--- src/rtl/seg_scan_ctrl.sv ---
// Scan controller for a 4-digit common-anode 7-segment display: a blanking gap, then an ON window per digit.
// New values are taken through a ready/valid handshake and shown from the next frame. Define SEG_SCAN_LZ_BLANK_EN to suppress leading zeros.
module seg_scan_ctrl #(
    parameter int ON_CYCLES  = 50000,
    parameter int GAP_CYCLES = 2
) (
    input  logic        clk,
    input  logic        rst,
    input  logic        load_valid,
    input  logic [15:0] load_data,
    input  logic [3:0]  load_dp,
    input  logic [3:0]  blank_mask,
    output logic        load_ready,
    output logic        frame_done,
    output logic [3:0]  digit_code,
    output logic        dp_n,
    output logic [3:0]  an_n
);
    localparam int CNT_MAX = (ON_CYCLES > GAP_CYCLES) ? ON_CYCLES : GAP_CYCLES;
    localparam int CW      = (CNT_MAX > 1) ? $clog2(CNT_MAX) : 1;
    localparam logic [CW-1:0] ON_LAST  = CW'(ON_CYCLES - 1);
    localparam logic [CW-1:0] GAP_LAST = CW'(GAP_CYCLES - 1);

    typedef enum logic {S_GAP, S_ON} state_t;

    state_t        state, state_nxt;
    logic [CW-1:0] cnt, cnt_nxt;
    logic [1:0]    idx, idx_nxt;
    logic [15:0]   active, pend;
    logic [3:0]    active_dp, pend_dp;
    logic          pend_full;
    logic          dark, lz_dark;
    logic          last_on, boundary, slot_load;

    assign last_on    = (state == S_ON) && (cnt == ON_LAST);
    assign boundary   = last_on && (idx == 2'd3);
    assign slot_load  = (state == S_GAP) && (cnt == '0);
    assign frame_done = boundary;
    assign load_ready = ~pend_full;

    always_ff @(posedge clk or posedge rst) begin
        if (rst) begin
            state <= S_GAP;
            cnt   <= '0;
            idx   <= 2'd0;
        end else begin
            state <= state_nxt;
            cnt   <= cnt_nxt;
            idx   <= idx_nxt;
        end
    end

    always_comb begin
        state_nxt = state;
        cnt_nxt   = cnt + CW'(1);
        idx_nxt   = idx;
        case (state)
            S_GAP: if (cnt == GAP_LAST) begin
                state_nxt = S_ON;
                cnt_nxt   = '0;
            end
            S_ON: if (cnt == ON_LAST) begin
                state_nxt = S_GAP;
                cnt_nxt   = '0;
                idx_nxt   = idx + 2'd1;
            end
            default: begin
                state_nxt = S_GAP;
                cnt_nxt   = '0;
            end
        endcase
    end

    // A pending value only moves to the display at the frame boundary, which
    // also frees the buffer; a full buffer blocks capture on that same edge.
    always_ff @(posedge clk or posedge rst) begin
        if (rst) begin
            active    <= 16'h0000;
            active_dp <= 4'h0;
            pend      <= 16'h0000;
            pend_dp   <= 4'h0;
            pend_full <= 1'b0;
        end else if (boundary && pend_full) begin
            active    <= pend;
            active_dp <= pend_dp;
            pend_full <= 1'b0;
        end else if (load_valid && !pend_full) begin
            pend      <= load_data;
            pend_dp   <= load_dp;
            pend_full <= 1'b1;
        end
    end

`ifdef SEG_SCAN_LZ_BLANK_EN
    // A leading zero stays lit only when its decimal point is set.
    always_comb begin
        lz_dark = 1'b0;
        case (idx)
            2'd1: lz_dark = (active[15:4]  == 12'h000) && !active_dp[1];
            2'd2: lz_dark = (active[15:8]  == 8'h00)   && !active_dp[2];
            2'd3: lz_dark = (active[15:12] == 4'h0)    && !active_dp[3];
            default: lz_dark = 1'b0;
        endcase
    end
`else
    assign lz_dark = 1'b0;
`endif

    // Code, dp and blanking latch on the first gap cycle so the decoder is settled before the anode turns on.
    always_ff @(posedge clk or posedge rst) begin
        if (rst) begin
            digit_code <= 4'h0;
            dp_n       <= 1'b1;
            dark       <= 1'b0;
        end else if (slot_load) begin
            digit_code <= active[{idx, 2'b00} +: 4];
            dp_n       <= ~active_dp[idx];
            dark       <= blank_mask[idx] | lz_dark;
        end
    end

    always_comb begin
        an_n = 4'b1111;
        if (state == S_ON && !dark) an_n[idx] = 1'b0;
    end
endmodule

--- config.mk ---
export PLATFORM = sky130hd
export DESIGN_NAME = seg_scan_ctrl
export DESIGN_NICKNAME = d
export VERILOG_FILES = /design/src/rtl/seg_scan_ctrl.sv
export SDC_FILE = /design/constraint.sdc
export NUM_CORES = 1
export LEC_CHECK = 0
export ABC_AREA = 1
export CORE_UTILIZATION = 56
export DETAILED_ROUTE_END_ITERATION = 10
export GPL_ROUTABILITY_DRIVEN = 1
export PLACE_DENSITY = 0.88
export SLEW_MARGIN = 20
export SYNTH_ARGS = -nofsm -noshare
export SYNTH_HDL_FRONTEND = slang
export SYNTH_SLANG_ARGS = --single-unit
--- constraint.sdc ---
create_clock -name clk -period 2.65 [get_ports clk]
set_clock_uncertainty 0.2 [all_clocks]
set_input_delay 0.6625 -clock clk [delete_from_list [all_inputs] [get_ports clk]]
set_output_delay 0.6625 -clock clk [all_outputs]
set_load 0.05 [all_outputs]
==> flow_summary.json, run 1 <==
{
  "status": "finished, final reports clean",
  "syn-num-nets": 392,
  "slowest_delay_ns": 0.41,
  "synthToLayoutAreaGrowth_pct": 21.53,
  "drtIter0Drc": 167,
  "hold_viol": 0,
  "critPathSlowestCell": "dfrtp_1",
  "grtUsageTotal": 0.2481,
  "fin_area_um2": 3928,
  "vdd_drop_max_mv": 0.3766,
  "final-setup-viol-count": 0,
  "relSlewSlack": 0.6713,
  "clk_path_buf_depth": 2,
  "hold_end": "active[8]",
  "dpl_cell_area_um2": 3714,
  "reg2reg_to": "active[4]",
  "drive_above_1_share": 0.1798,
  "placementRows": 27,
  "antenna_found_initial": 0,
  "grt-ovfl-total": 0,
  "hold_depth": 2,
  "multi_input_area_um2": 1393,
  "place_inst": 461,
  "synth_ff_type": "dfrtp_1",
  "cp-start-kind": "flop",
  "clock-root-buffer": "clkbuf_8",
  "final_cell_mix": "nand2_1 (81), dfrtp_1 (62), nand3_1 (39)",
  "initial_core_util": 0.5833,
  "drv_slew": 0,
  "vias": 2557,
  "die_w_um": 77.97,
  "critPathCaptureType": "primary output",
  "grt_pass1_vias": 2460,
  "cts_tree": "built",
  "synth-edff-count": 0,
  "htree_levels": 3,
  "cts_hold_buffers": 0,
  "final_common_cell": "nand2_1",
  "critPathMaxFanout": 4,
  "whs_ns": 0.2727,
  "yosysSeqAreaShare": 0.5114,
  "finalSetupTns_ns": 0,
  "drtAntennaViolNets": 0,
  "synth_warnings": 0,
  "nNetsFinal": 435,
  "seqCellArea_um2": 1657,
  "netlist_instances": 358,
  "wirelength_um": 6795,
  "worst-setup-path-type": "flop to primary output",
  "num_antenna_cells": 0,
  "synth_seq_cells": 66,
  "core_um2": 5540,
  "die_h_um": 77.97,
  "required_ns": 1.79,
  "wl_per_cell_um": 14.22,
  "synth_top_area_share": 0.5033,
  "synthesis.area_um2": 3232,
  "clk_latency_ns": 0.35,
  "grt_first_pass_wirelength_um": 11210,
  "fillCellCount": 408,
  "yosys.area.top_type": "dfrtp_1",
  "yosys-top-cells-area": "dfrtp_1 (50%), nand2_1 (9.4%), mux2_2 (7.0%)",
  "tightestPinTransition_ns": 0.4915,
  "min_from": "active[8]",
  "dp_slack_ns": 0.4022,
  "clock_sinks": 66,
  "ys_types": 29,
  "place.gp.congestion": 0.8762,
  "p_leak_uw": 0.001945,
  "r2r_start": "cnt[1]",
  "numCtsBuffers": 9,
  "worstPathCellList": "ha_4 -> nand3_1 -> nor2_2 -> nand3_2 -> nor2_4 -> buf_12",
  "hold_class": "flop to flop",
  "reg2reg_depth": 8,
  "port_buffers": 37,
  "ios": 38,
  "postSynth.asyncResetShare": 1.000,
  "drc": 0,
  "clk_pin_slew_worst_paths_ns": 0.07,
  "avgSynthCellArea_um2": 9.028,
  "setup_ws_ns": 0.08050,
  "die-area_um2": 6079,
  "fin_crit_sh": 0.9696,
  "grt_max_degree": 67,
  "timing.fmax_mhz": 389.2,
  "rsz0062_at_grt": "no",
  "fin_cells": 478,
  "critical_path_arrival_ns": 1.71,
  "hpwl_um": 4883,
  "cap_violations": 0,
  "power.density_nw_per_um2": 495.8,
  "period_needed_ns": 2.569,
  "dr.pass1.iters": 4,
  "r2r_slack_ns": 0.55,
  "vias_per_cell": 5.349
}
routing by layer:
metal,part of all wire,track usage,vias to the layer above
met2,0.50,0.4053,74
met3,0.048,0.05529,18
met1,0.43,0.3045,1220
met5,0,0,-
li1,-,-,1245
met4,0.027,0.1389,0
where the power goes:
group	leakage, µW	internal (µW)	switching, µW	total [µW]
Sequential	0.000861	1030	16.1	1050
Combinational	0.000988	59.2	36.7	95.9
Clock	0.0000958	427	373	801
Yosys cell counts (2+ instances only):
cell type,n
nand2_1,81
dfrtp_1,65
nand3_1,39
nor2_1,37
inv_1,29
mux2_2,20
o21ai_0,17
buf_2,7
ha_1,7
nor2_2,7
xor2_1,7
o22ai_1,5
a21oi_1,4
buf_6,4
o21ai_1,4
nand2_2,3
nor2_4,3
nor3_1,3
xnor2_1,3
inv_2,2
nand3_2,2
nand4_1,2
worst max-delay path by stage:
stage                      start         end  cells after the start
final                     cnt[1]  frame_done                      6
after global routing      cnt[0]  frame_done                      6
after CTS                 cnt[0]  frame_done                      6
after detailed placement  cnt[0]  frame_done                      6
after global placement    cnt[0]  frame_done                      6
after floorplan              rst   active[0]                      1
cell type report:
cell class	count	share of cell area
Sequential cell	66	0.4218
Inverter	32	0.03058
Clock buffer	10	0.03249
Tap cell	72	0.02294
Clock inverter	6	0.01465
Timing Repair Buffer	44	0.1230
Multi-Input combinational cell	248	0.3546
stage by stage:
step,util,power (µW)
CTS,0.7042,1968
global placement,0.6703,1160
floorplan,-,1106
detailed placement,0.6703,1167
finish,0.7089,1947
global route,0.7089,2025
flip-flops by register name, summed over array words and instances, names as in the netlist:
name,flops
pend,16
state,1
cnt,16
active_dp,4
idx,2
digit_code,4
dark,1
active,16
pend_dp,4
pend_full,1
dp_n,1
logic make-up (layout without fill, tap and decap cells):
logic type                 Yosys count  after routing  share of synthesized area
buffers and inverters               44             92                    0.06310
DFF                                 66             66                     0.5114
AOI/OAI and AO/OA                   31             31                    0.05072
adders and majority gates            7              7                    0.02710
and+or+nand+nor                    180            180                     0.2509
xor gates and xnor gates            10             10                    0.02710
muxes                               20             20                    0.06969
repair_timing:
item / in CTS / in global routing
cloned: 0 / 0
endpoints found under the setup margin: 1 / 1
setup buffers: 0 / 1
resized for setup: 1 / 5
pin swaps: 0 / 1
worst max-delay path: cells and delay by family (launching register included):
family        cells  cell delay, ns
buf+inv           1            0.16
simple gates      4            0.62
fa+ha+maj         1            0.17
flops             1            0.41
Note: power is estimated with default switching activity, not from simulation.
==> inputs of run 2 (changes only) <==
--- a/config.mk
+++ b/config.mk
@@ -5,11 +5,11 @@
 export SDC_FILE = /design/constraint.sdc
 export NUM_CORES = 1
 export LEC_CHECK = 0
-export ABC_AREA = 1
-export CORE_UTILIZATION = 56
+export ABC_AREA = 0
+export CORE_UTILIZATION = 55
 export DETAILED_ROUTE_END_ITERATION = 10
 export GPL_ROUTABILITY_DRIVEN = 1
-export PLACE_DENSITY = 0.88
+export PLACE_DENSITY = 0.87
 export SLEW_MARGIN = 20
 export SYNTH_ARGS = -nofsm -noshare
 export SYNTH_HDL_FRONTEND = slang
==> flow_summary.json, run 2 <==
{
  "avgSynthCellArea_um2": 13.68,
  "reg2reg_to": "active[12]",
  "yosys.area_share.simple": 0.1079,
  "die-area_um2": 5848,
  "yosys.area.top_type": "dfrtp_1",
  "p_comb_frac": 0.054,
  "nNetsFinal": 303,
  "grt-ovfl-total": 0,
  "final-setup-viol-count": 0,
  "synthMuxAreaShare": 0.2408,
  "fin_crit_sh": 0.9912,
  "clock_sinks": 66,
  "min_from": "dp_n",
  "grtUsageTotal": 0.2202,
  "relSlewSlack": 0.6340,
  "critical_path_arrival_ns": 1.76,
  "vias": 1925,
  "cts_tree": "built",
  "num_antenna_cells": 0,
  "required_ns": 1.79,
  "yosysSeqAreaShare": 0.5418,
  "synth_seq_cells": 66,
  "p_seq_frac": 0.506,
  "drive_above_1_share": 0.3467,
  "cap_violations": 0,
  "slowest_delay_ns": 0.47,
  "ios": 38,
  "numCtsBuffers": 9,
  "synth.most_common_cell": "dfrtp_1",
  "crit_family": "simple AND/OR/NAND/NOR gates",
  "port_buffers": 37,
  "switchingPower_uw": 461.0,
  "synth_common_cells": "dfrtp_1 (65), mux2_2 (27), mux2_4 (19)",
  "clk_pin_slew_worst_paths_ns": 0.08,
  "top_regs": "active x16, cnt x16, pend x16",
  "synthAdderAreaFrac": 0.02871,
  "worstPathCellList": "nor4_4 -> nand4_1 -> nor2_2 -> buf_12",
  "ys_types": 31,
  "drc": 0,
  "clk_path_buf_depth": 2,
  "dr.pass1.iters": 4,
  "synth-edff-count": 0,
  "drtIter0Drc": 128,
  "p_int_uw": 1654,
  "drv_slew": 0,
  "antenna_found_initial": 0,
  "hold_end": "dp_n",
  "p_leak_uw": 0.001808,
  "hold_viol": 0,
  "utilization": 0.7303,
  "die_h_um": 76.48,
  "syn-num-nets": 257,
  "wl_per_cell_um": 16.86,
  "status": "finished, final reports clean",
  "placementRows": 26,
  "synthesis.area_um2": 3050,
  "synth_top_family_by_area": "multiplexers",
  "critPathMaxFanout": 6,
  "core_um2": 5238,
  "htree_levels": 3,
  "synthToLayoutAreaGrowth_pct": 25.39,
  "vdd_drop_max_mv": 0.4170,
  "r2r_slack_ns": 0.18,
  "postSynth.asyncResetShare": 1.000,
  "path_buf_inv": 1,
  "place.gp.congestion": 0.8106,
  "dpl_cell_area_um2": 3558,
  "swShare": 0.2180,
  "reg2reg_depth": 5,
  "p_clk_frac": 0.440,
  "r2r_start": "cnt[5]",
  "initial_core_util": 0.5824,
  "final_common_cell": "dfrtp_1",
  "synth_ff_type": "dfrtp_1",
  "vias_per_cell": 5.596,
  "worst-setup-path-type": "flop to primary output",
  "clk_latency_ns": 0.35,
  "place_inst": 325,
  "power.density_nw_per_um2": 552.9,
  "tightestPinTransition_ns": 0.5479,
  "netlist_instances": 223,
  "synth_top_area_share": 0.5332,
  "p_total_uw": 2115,
  "drtAntennaViolNets": 0,
  "final_cell_mix": "dfrtp_1 (62), clkdlybuf4s50_1 (32), mux2_2 (27)",
  "hold_depth": 2,
  "timing.fmax_mhz": 380.7,
  "clock-root-buffer": "clkbuf_8",
  "finalSetupTns_ns": 0,
  "grt_first_pass_wirelength_um": 9646,
  "hold_class": "flop to flop",
  "wirelength_um": 5799,
  "critPathSlowestCell": "dfrtp_2",
  "period_needed_ns": 2.627,
  "synth_warnings": 0,
  "yosys-top-cells-area": "dfrtp_1 (53%), mux2_2 (10%), mux2_4 (9.4%)",
  "fin_cells": 344,
  "cp-start-kind": "flop",
  "die_w_um": 76.48,
  "synth_compound_area_frac": 0.005742,
  "grt_max_degree": 28,
  "hpwl_um": 3979,
  "fin_area_um2": 3825,
  "grt_pass1_vias": 1964,
  "critPathCaptureType": "primary output",
  "cts_hold_buffers": 0,
  "synth_xor_area_frac": 0.04307
}
[run 2: cell types whose count changed in the layout (fill, tap and decap cells not counted), moves of 5 or more]
| cell | change |
|---|---|
| nor2_2 | -5 |
| nor4_1 | +5 |
| o21ai_0 | -16 |
| mux2_4 | +19 |
| mux2_2 | +7 |
| nand4_1 | +5 |
| nand3_1 | -31 |
| o22ai_1 | -5 |
| nor2_1 | -23 |
| inv_1 | -19 |
| mux4_2 | +6 |
| nand2_1 | -72 |
[run 2: cells by family (layout without fill, tap and decap cells)]
group / count (synthesis) / after routing
adder cells (fa/ha/maj): 7 / 7
multiplexers: 53 / 53
flip-flops: 66 / 66
buffers and inverters: 21 / 72
XOR/XNOR: 15 / 15
AND/OR/NAND/NOR: 58 / 58
AO/OA/AOI/OAI: 3 / 3
[run 2: worst register-to-register path, delay by kind of cell (launching register included)]
| kind | cells | cell delay [ns] |
|---|---|---|
| multiplexers | 1 | 0.48 |
| AND/OR/NAND/NOR | 3 | 1.05 |
| buffers and inverters | 1 | 0.16 |
| flip-flops | 1 | 0.47 |
[run 2: cell type report]
| type | count | area [µm²] |
|---|---|---|
| Sequential cell | 66 | 1657 |
| Timing Repair Buffer | 46 | 500.5 |
| Clock buffer | 10 | 127.6 |
| Clock inverter | 6 | 90.09 |
| Tap cell | 70 | 87.58 |
| Fill cell | 359 | 1413 |
| Inverter | 10 | 37.54 |
| Multi-Input combinational cell | 136 | 1325 |
[run 2: repair_timing]
item / CTS / global route
buffers inserted: 1 / 2
endpoints found under the setup margin: 1 / 1
pin swaps: 1 / 3
gates resized for setup: 3 / 5
[run 2: worst max path at each step]
stage | from | endpoint | slack [ns] | cells after the start
4_1_cts | cnt[1] | frame_done | 0.01 | 5
3_5_place_dp | cnt[0] | active[14] | 0.16 | 5
3_3_place_gp | cnt[0] | active[1] | 0.24 | 5
6_report | cnt[5] | frame_done | 0.02 | 4
2_1_floorplan | cnt[0] | frame_done | 0.10 | 4
5_1_grt | cnt[5] | frame_done | -0.04 | 4
[run 2: power by group through the flow]
| stage | clock (µW) | combinational, µW | sequential (µW) |
|---|---|---|---|
| after floorplan | 0 | 56.1 | 1080 |
| after global placement | 0 | 111 | 1090 |
| after detailed placement | 0 | 117 | 1090 |
| after CTS | 939 | 117 | 1070 |
| after global routing | 986 | 125 | 1070 |
| final | 931 | 114 | 1070 |
[run 2: through the flow]
stage / hold WS (ns) / worst slack, ns
floorplan: 0.2746 / 0.1041
global placement: 0.2572 / 0.2354
detailed placement: 0.2755 / 0.1569
CTS: 0.2872 / 0.01043
global route: 0.2953 / -0.04354
finish: 0.2762 / 0.02321
[run 2: metal layers]
layer | wire length (µm) | GRT usage | up-vias | part of all wire
met5 | 0 | 0 | - | 0
met4 | 108 | 0.1173 | 0 | 0.019
met3 | 258 | 0.04790 | 11 | 0.044
met2 | 2900 | 0.3495 | 56 | 0.50
met1 | 2531 | 0.2837 | 977 | 0.44
li1 | - | - | 881 | -
==> variant: new RTL, config.mk and constraints of run 2 <==
Register the output `digit_code` once more, without a reset; this adds one clock of latency there. The other outputs are not delayed to match.
--- a/src/rtl/seg_scan_ctrl.sv
+++ b/src/rtl/seg_scan_ctrl.sv
@@ -24,2 +24,4 @@
     typedef enum logic {S_GAP, S_ON} state_t;
+
+    logic [3:0] digit_code_s0;
 
@@ -111,3 +113,3 @@
         if (rst) begin
-            digit_code <= 4'h0;
+            digit_code_s0 <= 4'h0;
             dp_n       <= 1'b1;
@@ -115,3 +117,3 @@
         end else if (slot_load) begin
-            digit_code <= active[{idx, 2'b00} +: 4];
+            digit_code_s0 <= active[{idx, 2'b00} +: 4];
             dp_n       <= ~active_dp[idx];
@@ -125,2 +127,6 @@
     end
+    always_ff @(posedge clk) begin
+        digit_code <= digit_code_s0;
+    end
+
 endmodule
Function: same outputs for any inputs over 10 cycles, from zero or initial values and one cycle with rst high; that may be too few to reach the edited logic, so the function may still have changed.
==> variant against run 2 <==
The flow now finishes with violations (setup timing); non-clock buffer count is 11 higher; setup slack lost 62 ps; wire length rose by 17%; sequential cell count is 4 higher; area after synthesis decreased by 0.74%; total power shrank 1.1%; design area up 4.6%; cell count is 4.7% higher; critical endpoint unchanged; largest power group unchanged.
==> variant: results (changes against run 2) <==
Parameter                              Value

Setup path
  Worst-path fanout max    2 (-4)
  Max stage delay cell, worst path    sky130_fd_sc_hd__or4_4

Power and ir drop
  Max VDD drop    0.000454 V (+8.9%)
  Switching share of power    0.230 (+0.0123)

STA
  Final Worst Setup Slack    -38.9 ps (-62.1 ps)
  Final number of setup-violating endpoints    8 (+8)
  Sum Neg Setup Slack    -94.6 ps (-94.6 ps)

Cells and area
  Share of post-route cells with drive strength above 1    0.366 (+0.0188)
  Final Net Count    319 (+5.3%)
  Final Util    0.769 (+0.0385)
  Fill cell count    290 (-19%)

Route
  Drt initial violations    104 (-19%)
  Via density per instance    5.62 (+0.47%)

Yosys
  Post-Synthesis Mean Instance Area    13.5 um2 (-1.6%)
  Commonest cells in the netlist    sky130_fd_sc_hd__dfrtp_1 (65), sky130_fd_sc_hd__mux2_2 (46), sky130_fd_sc_hd__nor2_1 (16), sky130_fd_sc_hd__inv_1 (11), sky130_fd_sc_hd__xnor2_1 (11)
  Syn Nets    259 (+0.78%)
  Sequential cell area fraction in the yosys report    0.572 (+0.0305)
  Fraction of registers with async set/reset    0.943 (-0.0571)
  Number of distinct standard cells referenced by the synthesized netlist    29 (-6.5%)

Placement
  DP Area    3610 um2 (+1.3%)
  Placed Cells incl. Taps    337 (+3.7%)
  Global placement routability congestion    0.932 (+15%)

GRT
  Maximum number of pins on one net before global-route repair    27 (-3.6%)
  Number of global-route vias before repair    2123 (+8.1%)
  Wire length of the first global-routing pass    9990 um (+3.6%)

Run status
  Violations in the final reports    setup timing
  Status    finished with violations
## variant: area by class of cell
type	instances	share of cell area
sequential	70	0.433
multi-input combinational	136	0.328
timing repair buffer	57	0.158
clock buffer	9	0.0310
tap	70	0.0219
clock inverter	7	0.0181
inverter	11	0.0103
## variant: critical path, delay by kind of cell, from the launching register on
family	cells	cell delay, ps
buffers and inverters	1	140
DFF	1	380
and+or+nand+nor	4	940
## variant: power groups by stage
stage	registers (mW)	clock network (mW)	logic, mW
2_1_floorplan	1.13	0	0.0515
3_3_place_gp	1.14	0	0.105
3_5_place_dp	1.14	0	0.109
4_1_cts	1.12	0.872	0.109
5_1_grt	1.13	0.922	0.121
6_report	1.13	0.855	0.110
## variant: metal layers
layer | vias up | GRT usage | wire length, um
li1 | 902 | - | -
met1 | 1033 | 0.274 | 2700
met2 | 63 | 0.385 | 3460
met3 | 26 | 0.0778 | 363
met4 | 0 | 0.108 | 238
met5 | - | 0 | 0
## variant: timing repair
action / CTS / global route
setup buffers: 3 / 1
pin swaps: 4 / 4
hold buffers: 0 / 0
endpoints found under the hold margin: 0 / 0
setup endpoints to repair: 1 / 22
gates resized for setup: 4 / 25
cloned: 0 / 3
## variant: final timing paths
kind / from / to / slack [ps] / depth (start not counted)
max: cnt[13] / frame_done / -40 / 5
min: digit_code_s0[0] / digit_code[0] / 170 / 0
max reg2reg: cnt[13] / active[2] / -20 / 7
min reg2reg: digit_code_s0[0] / digit_code[0] / 170 / 0
max in group asynchronous: rst / pend[9] / 1220 / 3
min in group asynchronous: rst / cnt[1] / 480 / 2
## variant: logic make-up after synthesis
family,after synthesis,share of synthesized area
mux,52,0.216
compound gates,4,0.00785
xor+xnor,15,0.0434
flops,70,0.572
buf+inv,19,0.0285
fa+ha+maj,7,0.0289
simple gates,58,0.103
